## config.mk

```make
export PLATFORM = sky130hd
export DESIGN_NAME = ws_mac_pe_flat
export DESIGN_NICKNAME = d
export VERILOG_FILES = /design/src/rtl/ws_mac_pe_if.sv /design/src/rtl/ws_mac_pe.sv /design/src/flat_wrapper.sv
export SDC_FILE = /design/constraint.sdc
export NUM_CORES = 1
export LEC_CHECK = 0
export ABC_AREA = 1
export CAP_MARGIN = 20
export CELL_PAD_IN_SITES_DETAIL_PLACEMENT = 0
export CELL_PAD_IN_SITES_GLOBAL_PLACEMENT = 1
export CORE_ASPECT_RATIO = 1.75
export CORE_MARGIN = 2
export CORE_UTILIZATION = 30
export DETAILED_ROUTE_END_ITERATION = 8
export PLACE_DENSITY_LB_ADDON = 0.15
export SKIP_LAST_GASP = 1
export SYNTH_ARGS = -nofsm -noshare
export SYNTH_HDL_FRONTEND = slang
export SYNTH_SLANG_ARGS = --single-unit
```

## constraint.sdc

```tcl
create_clock -name clk -period 6.5 [get_ports clk]
set_input_delay 1.3 -clock clk [delete_from_list [all_inputs] [get_ports clk]]
set_output_delay 1.3 -clock clk [all_outputs]
set_load 0.02 [all_outputs]
```

## src/rtl/ws_mac_pe_if.sv

```systemverilog
// ----------------------------------------------------------------------------
// ws_mac_pe_if
//   Bundles every neighbour-facing link of one weight-stationary MAC PE.
//   The bundle carries three paths:
//     weights     : wt_load, wt_in   -> PE -> wt_out     (vertical shift chain)
//                   wt_latch                            (shadow -> active swap)
//     activations : act_valid_in, act_in -> PE -> act_valid_out, act_out
//     partial sums: psum_valid_in, psum_in -> PE -> psum_valid_out, psum_out,
//                   ovf_out
//   The PE connects to the slave modport. Whatever feeds the PE (neighbours,
//   array edge, or a bench) connects to the master modport.
// ----------------------------------------------------------------------------
interface ws_mac_pe_if #(
  parameter int DATA_W = 8,
  parameter int WT_W   = 8,
  parameter int ACC_W  = 32
);
  logic              wt_load;
  logic [WT_W-1:0]   wt_in;
  logic [WT_W-1:0]   wt_out;
  logic              wt_latch;
  logic              act_valid_in;
  logic [DATA_W-1:0] act_in;
  logic              act_valid_out;
  logic [DATA_W-1:0] act_out;
  logic              psum_valid_in;
  logic [ACC_W-1:0]  psum_in;
  logic              psum_valid_out;
  logic [ACC_W-1:0]  psum_out;
  logic              ovf_out;

  modport slave (
    input  wt_load, wt_in, wt_latch, act_valid_in, act_in, psum_valid_in, psum_in,
    output wt_out, act_valid_out, act_out, psum_valid_out, psum_out, ovf_out
  );

  modport master (
    output wt_load, wt_in, wt_latch, act_valid_in, act_in, psum_valid_in, psum_in,
    input  wt_out, act_valid_out, act_out, psum_valid_out, psum_out, ovf_out
  );
endinterface

```

## src/rtl/ws_mac_pe.sv

```systemverilog
// ----------------------------------------------------------------------------
// ws_mac_pe
//   Weight-stationary systolic MAC cell with double-buffered weights.
//   Ports:
//     clk   : rising-edge clock
//     rst_n : asynchronous active-low reset, clears every register
//     pe    : ws_mac_pe_if.slave. It carries the weight chain, the activation
//             path and the partial-sum path. See the interface header.
//   Parameters:
//     DATA_W, WT_W : operand widths
//     ACC_W        : partial-sum width. Must satisfy ACC_W >= DATA_W+WT_W+1.
//     SIGNED       : 1 = two's-complement datapath, 0 = unsigned
//     SATURATE     : 1 = clamp on overflow, 0 = wrap
//   Single-stage datapath: psum_out = psum_in + act_in * active_w, with
//   each addend gated by its valid bit. The result is registered one cycle
//   later.
// ----------------------------------------------------------------------------
module ws_mac_pe #(
  parameter int DATA_W   = 8,
  parameter int WT_W     = 8,
  parameter int ACC_W    = 32,
  parameter bit SIGNED   = 1'b1,
  parameter bit SATURATE = 1'b1
) (
  input  logic          clk,
  input  logic          rst_n,
  ws_mac_pe_if.slave    pe
);

  localparam int PW = DATA_W + WT_W;  // full product width
  localparam int SW = ACC_W + 1;      // sum width, keeps the carry/sign guard bit

  if (ACC_W < DATA_W + WT_W + 1) begin : g_acc_w_check
    $error("ws_mac_pe: ACC_W must be >= DATA_W+WT_W+1");
  end

  logic [WT_W-1:0] shadow_w;
  logic [WT_W-1:0] active_w;

  logic [PW-1:0]    prod;
  logic [SW-1:0]    prod_ext;
  logic [SW-1:0]    psum_ext;
  logic [SW-1:0]    add_a;
  logic [SW-1:0]    add_p;
  logic [SW-1:0]    sum;
  logic             ovf;
  logic [ACC_W-1:0] result;
  logic             any_valid;

  // ---------------- combinational datapath ----------------
  always_comb begin
    // NOTE: every always_comb output is assigned a default first. This keeps
    // later branches from leaving a path unassigned and inferring a latch.
    prod     = '0;
    prod_ext = '0;
    psum_ext = '0;
    ovf      = 1'b0;
    result   = '0;

    if (SIGNED) begin
      prod     = PW'($signed(pe.act_in) * $signed(active_w));
      prod_ext = {{(SW-PW){prod[PW-1]}}, prod};
      psum_ext = {pe.psum_in[ACC_W-1], pe.psum_in};
    end else begin
      prod     = PW'(pe.act_in * active_w);
      prod_ext = {{(SW-PW){1'b0}}, prod};
      psum_ext = {1'b0, pe.psum_in};
    end

    add_a = pe.psum_valid_in ? psum_ext : '0;
    add_p = pe.act_valid_in  ? prod_ext : '0;
    sum   = add_a + add_p;

    // Signed: the addends have the same sign and the ACC_W-bit result does
    // not. Unsigned: a carry into the guard bit.
    if (SIGNED)
      ovf = (add_a[ACC_W-1] == add_p[ACC_W-1]) && (sum[ACC_W-1] != add_a[ACC_W-1]);
    else
      ovf = sum[ACC_W];

    result = sum[ACC_W-1:0];
    if (ovf && SATURATE) begin
      if (!SIGNED)
        result = '1;
      else if (add_a[ACC_W-1])                      // both negative -> min
        result = {1'b1, {(ACC_W-1){1'b0}}};
      else                                          // both positive -> max
        result = {1'b0, {(ACC_W-1){1'b1}}};
    end
  end

  assign any_valid = pe.act_valid_in | pe.psum_valid_in;
  assign pe.wt_out = shadow_w;

  // ---------------- registers ----------------
  always_ff @(posedge clk or negedge rst_n) begin
    if (!rst_n) begin
      shadow_w          <= '0;
      active_w          <= '0;
      pe.act_out        <= '0;
      pe.act_valid_out  <= 1'b0;
      pe.psum_out       <= '0;
      pe.psum_valid_out <= 1'b0;
      pe.ovf_out        <= 1'b0;
    end else begin
      // NOTE: non-blocking assignments make active_w take the pre-edge
      // shadow_w, even when wt_load rewrites shadow_w on the same edge.
      if (pe.wt_load)  shadow_w <= pe.wt_in;
      if (pe.wt_latch) active_w <= shadow_w;

      pe.act_out       <= pe.act_in;
      pe.act_valid_out <= pe.act_valid_in;

      pe.psum_valid_out <= any_valid;
      if (any_valid) begin
        pe.psum_out <= result;
        pe.ovf_out  <= ovf;
      end
    end
  end

endmodule

```

## src/flat_wrapper.sv

```systemverilog
// flat-port wrapper written by rule: the top's interface ports become plain ports
module ws_mac_pe_flat 
#(
  parameter int DATA_W   = 8,
  parameter int WT_W     = 8,
  parameter int ACC_W    = 32,
  parameter bit SIGNED   = 1'b1,
  parameter bit SATURATE = 1'b1
)
  (clk, rst_n, pe_wt_load, pe_wt_in, pe_wt_latch, pe_act_valid_in, pe_act_in, pe_psum_valid_in, pe_psum_in, pe_wt_out, pe_act_valid_out, pe_act_out, pe_psum_valid_out, pe_psum_out, pe_ovf_out);
  ws_mac_pe_if #(.DATA_W(DATA_W), .WT_W(WT_W), .ACC_W(ACC_W)) pe_i ();
  input  logic clk;
  input  logic rst_n;
  input wire logic [$bits(pe_i.wt_load)-1:0] pe_wt_load;
  input wire logic [$bits(pe_i.wt_in)-1:0] pe_wt_in;
  input wire logic [$bits(pe_i.wt_latch)-1:0] pe_wt_latch;
  input wire logic [$bits(pe_i.act_valid_in)-1:0] pe_act_valid_in;
  input wire logic [$bits(pe_i.act_in)-1:0] pe_act_in;
  input wire logic [$bits(pe_i.psum_valid_in)-1:0] pe_psum_valid_in;
  input wire logic [$bits(pe_i.psum_in)-1:0] pe_psum_in;
  output wire logic [$bits(pe_i.wt_out)-1:0] pe_wt_out;
  output wire logic [$bits(pe_i.act_valid_out)-1:0] pe_act_valid_out;
  output wire logic [$bits(pe_i.act_out)-1:0] pe_act_out;
  output wire logic [$bits(pe_i.psum_valid_out)-1:0] pe_psum_valid_out;
  output wire logic [$bits(pe_i.psum_out)-1:0] pe_psum_out;
  output wire logic [$bits(pe_i.ovf_out)-1:0] pe_ovf_out;
  assign pe_i.wt_load = pe_wt_load;
  assign pe_i.wt_in = pe_wt_in;
  assign pe_i.wt_latch = pe_wt_latch;
  assign pe_i.act_valid_in = pe_act_valid_in;
  assign pe_i.act_in = pe_act_in;
  assign pe_i.psum_valid_in = pe_psum_valid_in;
  assign pe_i.psum_in = pe_psum_in;
  assign pe_wt_out = pe_i.wt_out;
  assign pe_act_valid_out = pe_i.act_valid_out;
  assign pe_act_out = pe_i.act_out;
  assign pe_psum_valid_out = pe_i.psum_valid_out;
  assign pe_psum_out = pe_i.psum_out;
  assign pe_ovf_out = pe_i.ovf_out;
  ws_mac_pe #(.DATA_W(DATA_W), .WT_W(WT_W), .ACC_W(ACC_W), .SIGNED(SIGNED), .SATURATE(SATURATE)) u_core (.clk(clk), .rst_n(rst_n), .pe(pe_i));
endmodule
```

* Word level (Yosys, flattened, before mapping)
Index checks and enable logic that the tools add are counted.
Storage, ports and cells: register bits 59, latch bits 0, RAM bits 0, memory bits (read-only) 0, input port bits 54, output and inout port bits 51, word-level logic and storage cells 17, memories kept 0
Operators by class: $add $sub $neg 1, multiply operators 1, divide/modulo/power cells 0, $lt $le $gt $ge 0, eq/ne operators 2, shift operators 0, muxes and demuxes 4, bitwise logic cells 1, reduce and logical (&&, ||, !) cells 1
Operators with widths (count):
- $mux 32 | 4
- $add 32x32->32 | 1
- $mul 8x8->16 | 1
- $eq 1x1->1 | 1
- $logic_and 1x1->1 | 1
- $ne 1x1->1 | 1
- $or 1x1->1 | 1

* Longest topological paths before layout
depth in word-level cells 6, depth in mapped cells 38, gate-level depth less buffers 36

* Worst setup path before layout
No wires, ideal clock.
path kind input -> register, start point in pe_act_in[7], end point reg u_core.pe.psum_out[12], data arrival time 6861 ps, setup slack -481 ps, stages on the path 32, path buffers 2, cell sequence clkbuf_1 -> nand2_1 -> inv_1 -> fa_1 -> inv_1 -> fa_1 -> inv_1 -> fa_1 -> inv_1 -> fa_1 -> inv_1 -> ha_1 -> nand2_1 -> nor2_1 -> nand3_1 -> nand3_1 -> inv_1 -> nand2_1 -> inv_1 -> nor2_2 -> ha_1 -> a21oi_1 -> inv_1 -> a21oi_1 -> nand2_1 -> nand2_1 -> nand2_1 -> a21oi_1 -> nand3_2 -> buf_2 -> nand3_1 -> a21oi_2
Between the ends: longest elaborated chain between the ends 6, elaborated cells on any way between the ends 7
RTL lines:
- start, declared | line flat_wrapper.sv:18 | input wire logic [$bits(pe_i.act_in)-1:0] pe_act_in;
- $mul 8x8->16 (*) | line ws_mac_pe.sv:61 | prod = PW'($signed(pe.act_in) * $signed(active_w));
- $mux 32 (*) | line ws_mac_pe.sv:71 | add_p = pe.act_valid_in ? prod_ext : '0;
- $add 32x32->32 | line ws_mac_pe.sv:72 | sum = add_a + add_p;
- $ne 1x1->1 | line ws_mac_pe.sv:77 | ovf = (add_a[ACC_W-1] == add_p[ACC_W-1]) && (sum[ACC_W-1] != add_a[ACC_W-1]);
- $logic_and 1x1->1 | line ws_mac_pe.sv:77
- $mux 32 (*) | line ws_mac_pe.sv:82 | if (ovf && SATURATE) begin
- end signal, assigned | line ws_mac_pe.sv:116 | pe.psum_out <= result;
- end, declared | line ws_mac_pe_if.sv:34 | output wt_out, act_valid_out, act_out, psum_valid_out, psum_out, ovf_out
Mark *: on every way between the ends. The rest lies on a longest branch, timed or not. A chain may end at the register's enable or synchronous reset.

* Worst setup path in the final report
start point in pe_act_in[5], end point reg u_core.pe.psum_out[8]
The elaborated chain is that of the path after synthesis.

==> flow_summary.yaml <==
floorplan:
  start_util: 0.305
  core_mm2: 0.0245
  num_rows: 76
  die_w_um: 123
  dieHeight_um: 213
  io_pins: 105
  die_area_mm2: 0.0262
synthesis:
  ys_types: 36
  syn_inst: 1114
  synth_edf_count: 0
  ys_ff_latch: 59
  synth-main-ff-cell: "dfrtp_1"
  synth.avg_cell_area_um2: 6.71
  synth.top_cell.area_share: 0.197
  seq_area_frac_synth: 0.197
  yosysTopAreaCell: "dfrtp_1"
  netlist_area_mm2: 0.00748
  ys.warnings.count: 0
  synth_nets: 1284
  async_flop_share: 1.00
  synthTopCellsByArea: "dfrtp_1 20%, nand2_1 15%, fa_1 15%"
cells_and_area:
  finalNetCount: 1577
  area_growth_pct: 56.4
  most-common-layout-cells: "256 x nand2_1, 238 x inv_1, 186 x buf_4, 95 x clkdlybuf4s50_1, 76 x nor2_1"
  diodes: 0
  drive_gt1_frac: 0.307
  layout_commonest_cell: "nand2_1"
  design_area_mm2: 0.0117
timing:
  tightest_slew_ns: 0.768
  relSlewSlack: 0.488
  holdWs_ns: 0.499
  finalSetupTns_ns: 0
  worst_slack_ns: 0.0748
  rsz0062_at_grt: "true"
  skew_ns: 0.00520
  setup_viol: 0
  fmax_mhz: 156
  fin_crit_ns: 6.43
  slew_violations: 0
  finalHoldViolCount: 0
  fin_crit_sh: 0.988
outcome:
  status: "complete, no violations"
routing:
  num_vias: 7743
  routed_via_density: 4.49
  wirelength_mm: 25.6
  wl_per_cell_um: 14.9
  drt_pass1_iterations: 4
  drtIter0Drc: 259
  ant_nets: 0
  post-route-drc-count: 0
clock_tree:
  clk_root_buffer_cell: "clkbuf_16"
  clock_latency_ns: 0.33
  clkSlewWorstSetupHoldPaths_ns: 0.05
  cts_hold_buf: 0
  cts.sinks: 59
  htree_levels: 3
  cts_tree: "done"
  cts_buffers: 9
  clockBufferDepth: 2
hold_path:
  hold_class: "flip-flop to flip-flop"
  hold_start: "u_core.pe.ovf_out"
setup_path:
  cp.required_ns: 6.72
  r2r_start: "u_core.active_w[7]"
  critPathKind: "input pin to flip-flop"
  end_kind: "flip-flop"
  crit_fanout: 10
  cpMaxStageDelayCell: "fa_1"
  crit_start: "pe_act_in[5]"
  start_kind: "input pin"
  worstPathArrival_ns: 6.64
  cpPeakStageDelay_ns: 0.55
placed_design:
  gp_congestion: 0.881
  dp_hpwl_mm: 21.2
  place_area_mm2: 0.0101
  pre_cts_slack_ns: -1.31
  portBuffers: 104
global_route:
  grt_pass1_wl_mm: 39.2
  grt_pass1_vias: 8030
  grtUsageTotal: 0.197
  grt_overflow: 0
  antenna_found_initial: 0
  grt_max_degree: 60
job:
  maxCapViolCount: 0
[registers in the layout, summed over array words and instances (netlist names)]
signal and cells:
u_core.pe.psum_valid_out 1, u_core.pe.wt_out 8, u_core.pe.psum_out 32, u_core.pe.act_out 8, u_core.pe.act_valid_out 1, u_core.pe.ovf_out 1
u_core.active_w 8
[cells in the mapped netlist (4+ instances only)]
master	number
nand2_1	301
inv_1	268
nor2_1	87
ha_1	60
dfrtp_1	59
a21oi_1	56
fa_1	56
nand3_1	56
o21ai_0	50
clkbuf_1	25
a21oi_2	20
xor2_1	17
nor3_1	9
buf_2	5
and2_0	4
nand2_2	4
nand4_1	4
o21a_1	4
[repair_timing]
action                     CTS  global route
resized for setup          137           139
cloned                       2             3
setup endpoints to repair   33            33
setup buffers               17            16
pin swaps                   54            67
[area by class of cell]
| type | count | area (µm²) |
|---|---|---|
| Inverter | 270 | 1030 |
| Multi-Input combinational cell | 753 | 5660 |
| Fill cell | 2619 | 12800 |
| Clock buffer | 10 | 229 |
| Clock inverter | 6 | 90.1 |
| Sequential cell | 59 | 1480 |
| Timing Repair Buffer | 314 | 2820 |
| Tap cell | 312 | 390 |
[worst max-delay path: cells and delay by family]
family	cells	cell delay, ns
adders and majority gates	6	2.67
AOI/OAI and AO/OA	7	0.91
buffers and inverters	10	0.85
and+or+nand+nor	11	0.89
[worst paths after layout]
kind	end	slack, ns	depth (start not counted)
worst max register to register	u_core.pe.psum_out[8]	0.43	29
worst max-delay path	u_core.pe.psum_out[8]	0.07	34
worst min register to register	u_core.pe.ovf_out	0.50	1
worst min-delay path	u_core.pe.ovf_out	0.50	1
max in group asynchronous	u_core.pe.psum_out[2]	4.87	2
min in group asynchronous	u_core.pe.act_valid_out	1.12	2
[through the flow]
step / std cells / util
global placement: 1672 / 0.413
floorplan: 1114 / -
detailed placement: 1672 / 0.413
CTS: 1707 / 0.452
finish: 1724 / 0.477
global route: 1724 / 0.477
[per-layer routing]
metal / global-route usage / up-vias / wire length [µm]
met5: 0 / - / 0
met4: 0.102 / 0 / 1280
met3: 0.0222 / 48 / 526
li1: - / 3943 / -
met2: 0.415 / 112 / 15600
met1: 0.170 / 3640 / 8250
[logic make-up (layout without fill, tap and decap cells)]
group / count (synthesis) / after routing / synth area share
multiplexers: 2 / 2 / 0.00301
buffers and inverters: 302 / 600 / 0.157
AO/OA/AOI/OAI: 136 / 136 / 0.104
flip-flops: 59 / 59 / 0.197
adder cells (fa/ha/maj): 116 / 116 / 0.250
AND/OR/NAND/NOR: 479 / 479 / 0.264
XOR/XNOR: 20 / 20 / 0.0234
Power is left out: the tool's default activity adds up to more than one toggle a clock period on the data nets, which glitch-free logic cannot reach.
